$ cat config.mk
export PLATFORM = sky130hd
export DESIGN_NAME = fmac_apb_driver
export DESIGN_NICKNAME = d
export VERILOG_FILES = /design/src/rtl/fmac_apb_driver.sv
export SDC_FILE = /design/constraint.sdc
export NUM_CORES = 1
export LEC_CHECK = 0
export ABC_AREA = 1
export BUFFER_PORTS_ARGS = -buffer_cell sky130_fd_sc_hd__buf_2
export CAP_MARGIN = 20
export CORE_ASPECT_RATIO = 1.25
export CORE_MARGIN = 2
export CORE_UTILIZATION = 55
export DETAILED_ROUTE_END_ITERATION = 6
export PLACE_DENSITY = 0.86
export SYNTH_ARGS = -nofsm -noshare
export SYNTH_HDL_FRONTEND = slang
export SYNTH_SLANG_ARGS = --single-unit
export TNS_END_PERCENT = 1
$ cat constraint.sdc
create_clock -name clk -period 3.45 [get_ports clk]
set_input_delay 0.69 -clock clk [delete_from_list [all_inputs] [get_ports clk]]
set_output_delay 0.69 -clock clk [all_outputs]
set_load 0.05 [all_outputs]
$ cat src/rtl/fmac_apb_driver.sv
// APB master that runs one fused multiply-add on the FMAC slave per accepted
// operand triple: write A, B, C, START, poll status, read result.
module fmac_apb_driver #(
  parameter logic [4:0] ADDR_A   = 5'h00,
  parameter logic [4:0] ADDR_B   = 5'h04,
  parameter logic [4:0] ADDR_C   = 5'h08,
  parameter logic [4:0] ADDR_RES = 5'h0c,
  parameter logic [4:0] ADDR_CTL = 5'h14,
  parameter int         BUSY_BIT = 0,
  parameter int         MAX_POLL = 16
) (
  input  logic        clk,
  input  logic        nrst,
  input  logic        in_valid,
  output logic        in_ready,
  input  logic [31:0] in_a,
  input  logic [31:0] in_b,
  input  logic [31:0] in_c,
  output logic        out_valid,
  input  logic        out_ready,
  output logic [31:0] out_res,
  output logic        out_err,
  output logic [4:0]  apb_paddr,
  output logic        apb_psel,
  output logic        apb_penable,
  output logic        apb_pwrite,
  output logic [31:0] apb_pwdata,
  input  logic [31:0] apb_prdata,
  input  logic        apb_pready
);

  localparam int PW = $clog2(MAX_POLL + 1);
  localparam logic [PW:0] POLL_LIMIT = (PW + 1)'(MAX_POLL);

  typedef enum logic [2:0] {
    IDLE, WR_A, WR_B, WR_C, WR_START, POLL, RD_RES, OUT
  } state_t;

  state_t        state_reg, state_next;
  logic          access_reg, access_next;
  logic [PW-1:0] poll_cnt_reg, poll_cnt_next;
  logic [PW:0]   poll_inc;
  logic [31:0]   a_reg, b_reg, c_reg;
  logic [31:0]   res_reg, res_next;
  logic          err_reg, err_next;
  logic          in_fire;
  logic          xfer;
  logic          done;

  assign in_fire  = in_valid && (state_reg == IDLE);
  assign xfer     = (state_reg != IDLE) && (state_reg != OUT);
  assign done     = xfer && access_reg && apb_pready;
  assign poll_inc = {1'b0, poll_cnt_reg} + {{PW{1'b0}}, 1'b1};

  always_ff @(posedge clk or negedge nrst) begin
    if (!nrst) begin
      state_reg    <= IDLE;
      access_reg   <= 1'b0;
      poll_cnt_reg <= '0;
      a_reg        <= '0;
      b_reg        <= '0;
      c_reg        <= '0;
      res_reg      <= '0;
      err_reg      <= 1'b0;
    end else begin
      state_reg    <= state_next;
      access_reg   <= access_next;
      poll_cnt_reg <= poll_cnt_next;
      res_reg      <= res_next;
      err_reg      <= err_next;
      if (in_fire) begin
        a_reg <= in_a;
        b_reg <= in_b;
        c_reg <= in_c;
      end
    end
  end

  // access_reg selects SETUP (0) or ACCESS (1) within every transfer state
  always_comb begin
    state_next    = state_reg;
    access_next   = access_reg;
    poll_cnt_next = poll_cnt_reg;
    res_next      = res_reg;
    err_next      = err_reg;
    if (xfer && !access_reg) access_next = 1'b1;
    if (done)                access_next = 1'b0;
    case (state_reg)
      IDLE:     if (in_valid) state_next = WR_A;
      WR_A:     if (done) state_next = WR_B;
      WR_B:     if (done) state_next = WR_C;
      WR_C:     if (done) state_next = WR_START;
      WR_START: begin
        if (done) begin
          state_next    = POLL;
          poll_cnt_next = '0;
        end
      end
      POLL: begin
        if (done) begin
          poll_cnt_next = poll_inc[PW-1:0];
          if (!apb_prdata[BUSY_BIT]) begin
            state_next = RD_RES;
          end else if (poll_inc >= POLL_LIMIT) begin
            state_next = OUT;
            res_next   = apb_prdata;
            err_next   = 1'b1;
          end
        end
      end
      RD_RES: begin
        if (done) begin
          state_next = OUT;
          res_next   = apb_prdata;
          err_next   = 1'b0;
        end
      end
      OUT:      if (out_ready) state_next = IDLE;
      default:  state_next = IDLE;
    endcase
  end

  always_comb begin
    apb_paddr  = '0;
    apb_pwrite = 1'b0;
    apb_pwdata = '0;
    case (state_reg)
      WR_A: begin
        apb_paddr  = ADDR_A;
        apb_pwrite = 1'b1;
        apb_pwdata = a_reg;
      end
      WR_B: begin
        apb_paddr  = ADDR_B;
        apb_pwrite = 1'b1;
        apb_pwdata = b_reg;
      end
      WR_C: begin
        apb_paddr  = ADDR_C;
        apb_pwrite = 1'b1;
        apb_pwdata = c_reg;
      end
      WR_START: begin
        apb_paddr  = ADDR_CTL;
        apb_pwrite = 1'b1;
      end
      POLL:    apb_paddr = ADDR_CTL;
      RD_RES:  apb_paddr = ADDR_RES;
      default: apb_paddr = '0;
    endcase
  end

  assign apb_psel    = xfer;
  assign apb_penable = xfer && access_reg;
  assign in_ready    = (state_reg == IDLE);
  assign out_valid   = (state_reg == OUT);
  assign out_res     = res_reg;
  assign out_err     = err_reg;

endmodule

* After elaboration in Yosys (flattened, before gate mapping) *
Index checks and enable logic that the tools add are counted.

storage, ports and cells
  bits in registers = 138
  input port bits = 133
  output and inout bits = 75

cells by class
  muxes and demuxes = 29
  $add $sub $neg = 1
  reductions and logical operators = 16
  equal/unequal tests = 19
  $lt $le $gt $ge = 1

operator list
  operator                                             number
  two-way mux 32 bit                                   4
  case mux 32 bit (3 select lines)                     1
  case mux 32 bit (2 select lines)                     1
  two-way mux 3 bit                                    10
  case mux 3 bit (8 select lines)                      1
  case mux 5 bit (4 select lines)                      1
  inequality test 2 bit, second input constant         9
  == test 3 bit, second input constant                 4
  two-way mux 5 bit                                    2
  case mux 5 bit (2 select lines)                      1
  AND reduction 9 bit                                  1
  two-way mux 1 bit                                    7
  adder 5 x 1 -> 6 bit, second input constant          1
  == test 3 x 2 -> 1 bit, second input constant        2
  >= comparator 6 x 5 -> 1 bit, second input constant  1
  inequality test 3 bit, second input constant         2
  nonzero test 2 bit                                   3
  logical AND 1 bit                                    5
  AND reduction 5 bit                                  1
  OR reduction 4 bit                                   1
  == test 3 x 1 -> 1 bit, second input constant        1
  zero test 3 bit                                      1
  AND reduction 3 bit                                  1
  nonzero test 3 bit                                   1
  other kinds (4)                                      4

* Logic depth before layout (Yosys ltp) *
  depth after elaboration = 6
  gate-level depth with buffers = 11
  gate-level depth less buffers = 10

* Worst setup path before layout *
OpenSTA, ideal clock, no wires.

  path kind = register to output
  start = register state_reg[1]
  end = output apb_pwdata[14]
  setup slack = 1.032 ns
  data required time = 2.760 ns
  stages on the path, launching flop included = 8
  arrival = 1.728 ns
  cell sequence = dfrtp_1 -> inv_1 -> ha_1 -> inv_1 -> nor2_1 -> clkbuf_1 -> nand2_1 -> nand3_1

on the way
  word-level cells in the longest chain between the ends = 2
  elaborated cells on any way between the ends = 4
  those cells by class = 3 x eq/ne; 1 x mux

RTL lines
  what                                                              line  source
  from (decl)                                                       39    state_t state_reg, state_next;
  from (signal assigned)                                            66    state_reg <= state_next;
  == test 3 x 2 -> 1 bit or == test 3 x 1 -> 1 bit (tied branches)  127   case (state_reg)
  case mux 32 bit (3 select lines) (*)                              127
  to (decl)                                                         27    output logic [31:0] apb_pwdata,

Mark *: on every way between the ends. The rest lies on a longest branch, timed or not.

* Final worst setup path *
  start = register state_reg[0]
  end = output apb_pwdata[0]

Same word-level chain as after synthesis.

==> impl_metrics.env <==
export IMPL_cts_root_buffer="clkbuf_16"
export IMPL_hold_class="primary input to asynchronous set/reset pin"
export IMPL_tritoncts="done"
export IMPL_cts_buffers=17
export IMPL_routed_via_density=5.40
export IMPL_grtUsageTotal=0.262
export IMPL_io_buffers=205
export IMPL_clock_path_buffers=2
export IMPL_switching_power_w=0.00452
export IMPL_synthCells=593
export IMPL_placedInstanceArea_mm2=0.00728
export IMPL_fill_cells=788
export IMPL_r2r_cells=9
export IMPL_antenna_found_initial=2
export IMPL_setup_viol=0
export IMPL_rsz0062_at_grt="false"
export IMPL_dp_slack_ps=937
export IMPL_drive_gt1_frac=0.397
export IMPL_startpoint="state_reg[0]$_DFFE_PN0P_"
export IMPL_htreeDepth=4
export IMPL_path_cells="inv_1 > ha_1 > nand2_1 > inv_1 > buf_4 > nand2_1 > nand3_1 > buf_2"
export IMPL_start_kind="flop"
export IMPL_cap_viol_max_count=0
export IMPL_r2r_start="poll_cnt_reg[0]$_DFFE_PN0P_"
export IMPL_yosysSeqAreaShare=0.555
export IMPL_initial_core_util=0.562
export IMPL_grt_pass1_wl_um=25000
export IMPL_slowest_stage="dfrtp_1"
export IMPL_fin_setup_tns_ps=0
export IMPL_die_h_um=123
export IMPL_row_count=43
export IMPL_initialDrtViolationCount=293
export IMPL_outcome="complete, no violations"
export IMPL_cts_sinks=138
export IMPL_netlist_cell_type_count=24
export IMPL_clkLatencyLatePin_ps=420
export IMPL_leakage_nw=4.19
export IMPL_ir_drop_v=0.000909
export IMPL_die_area_mm2=0.0122
export IMPL_wirelength_um=15600
export IMPL_ys_ff_latch=138
export IMPL_grt_start_max_net_pins=113
export IMPL_cts_setup_buffers=0
export IMPL_drc=0
export IMPL_avgSynthCellArea_um2=10.5
export IMPL_worst_ep_arrival_time_ps=2280
export IMPL_fin_ws_ps=479
export IMPL_ys_warn_count=0
export IMPL_period_share=0.861
export IMPL_tightest_slew_ps=618
export IMPL_slowest_delay_ps=420
export IMPL_crit_fanout=32
export IMPL_fp_dieW_um=99.2
export IMPL_grt_overflow=0
export IMPL_required_ps=2760
export IMPL_period_minus_slack_ps=2970
export IMPL_seq_power_share=0.307
export IMPL_end_kind="output pin"
export IMPL_drt_pass1_iter_count=5
export IMPL_crit_type="flop to output pin"
export IMPL_max_clock_freq_ghz=0.337
export IMPL_power_density_mw_per_mm2=1200
export IMPL_nNetsFinal=933
export IMPL_syn_to_final_growth_pct=27.6
export IMPL_routedWlPerCell_um=16.5
export IMPL_vias=5101
export IMPL_gp_congestion=0.838
export IMPL_hpwl_um=10600
export IMPL_swShare=0.473
export IMPL_clk_pin_slew_ps=60
export IMPL_intPower_w=0.00502
export IMPL_final_antenna_net_count=0
export IMPL_max_slew_margin=0.586
export IMPL_design_core_area_mm2=0.0111
export IMPL_combPwrFrac=0.489
export IMPL_worst_r2r_setup_slack_ps=1210
export IMPL_finalHoldViolations=0
export IMPL_p_clk_frac=0.204
export IMPL_grt_pass1_vias=5193
export IMPL_cts_hold_buf=0
export IMPL_fin_worst_skew_ps=7.49
export IMPL_cts_resized=0
export IMPL_final_cell_area_mm2=0.00794
export IMPL_slew_violations=0
export IMPL_mappedNetlistArea_mm2=0.00623
export IMPL_ios=208
[worst paths after layout]
| path | end |
|---|---|
| max | apb_pwdata[0] |
| min | out_res[3]$_DFFE_PN0P_ |
| max reg2reg | out_res[2]$_DFFE_PN0P_ |
| min reg2reg | out_res[11]$_DFFE_PN0P_ |
| max in group asynchronous | a_reg[1]$_DFFE_PN0P_ |
| min in group clk | out_res[11]$_DFFE_PN0P_ |
[area by class of cell]
type                    instances  area, um^2  share of cell area
clock inverters                13         191              0.0241
inverters                      18        67.6             0.00851
clock buffers                  19         443              0.0558
diodes                          1        2.50            0.000315
flip-flops and latches        138        3450               0.435
multi-input cells             407        2490               0.314
repair buffers                213        1120               0.142
well taps                     135         169              0.0213
[power groups by stage]
stage	Clock [W]	Sequential, W	Combinational, W
after global routing	0.00205	0.00302	0.00497
after CTS	0.00198	0.00293	0.00468
final	0.00195	0.00293	0.00466
after global placement	0	0.00286	0.00451
after detailed placement	0	0.00293	0.00465
after floorplan	0	0.00344	0.00301
[cell usage after synthesis]
cell type	count	area, um^2
nand2_1	192	721
dfrtp_1	138	3450
nand3_1	72	360
mux2_2	63	709
mux2_1	33	372
inv_1	16	60.1
buf_6	11	124
nor2_1	11	41.3
buf_2	10	50.1
nand4_1	7	43.8
clkbuf_1	6	22.5
o21ai_0	6	30.0
ha_1	5	62.6
buf_4	4	30.0
nand2_4	4	45.0
a21oi_1	3	15.0
nand2_2	3	18.8
inv_2	2	7.51
nor3_1	2	10.0
conb_1	1	3.75
nor2_4	1	11.3
nor2_8	1	20.0
o21ai_2	1	8.76
o22ai_1	1	6.26
[stage by stage]
stage / cells / total power (W) / hold WS, ps / util
after floorplan: 594 / 0.00645 / 394 / -
after global placement: 910 / 0.00738 / 448 / 0.657
after detailed placement: 910 / 0.00758 / 455 / 0.657
after CTS: 942 / 0.00959 / 458 / 0.714
after global routing: 943 / 0.0100 / 153 / 0.717
final: 944 / 0.00954 / 150 / 0.717
[worst max-delay path, delay by kind of cell, from the launching register on]
kind          cells  cell delay (ps)
simple gates      3              350
fa+ha+maj         1              290
buf+inv           4              790
flops             1              420
[layer usage]
metal  vias up  global-route usage  wire, um
met5         -                   0        13
met4         2               0.102       291
met3        31              0.0842      1420
met2       255               0.430      7850
met1      2451               0.325      6040
li1       2362                   -         -
[cells in the final DEF, fill, tap and decap left out, types with 2 or more instances in the layout]
cell type,Yosys,layout
nor2_1,11,9
nand4_1,7,7
mux2_1,33,33
dfrtp_1,138,138
clkbuf_16,0,17
ha_1,5,5
buf_4,4,6
clkinvlp_4,0,3
inv_2,2,2
o21ai_0,6,6
conb_1,1,2
nor3_1,2,2
clkinv_4,0,3
a21oi_1,3,3
bufinv_16,0,4
nor2_2,0,2
nand3_1,72,72
nand2_1,192,192
inv_6,0,2
inv_1,16,16
nand2_2,3,2
mux2_2,63,63
buf_2,10,204
nand2_4,4,5
[cells by family (layout without fill, tap and decap cells)]
logic type / Yosys count / count (layout) / synth area share
AND/OR/NAND/NOR: 293 / 293 / 0.204
flip-flops: 138 / 138 / 0.555
multiplexers: 96 / 96 / 0.174
buffers and inverters: 49 / 263 / 0.0472
AO/OA/AOI/OAI: 11 / 11 / 0.00965
adder cells (fa/ha/maj): 5 / 5 / 0.0100
other: 1 / 3 / 0.000602
(Power assumes the default switching activity.)
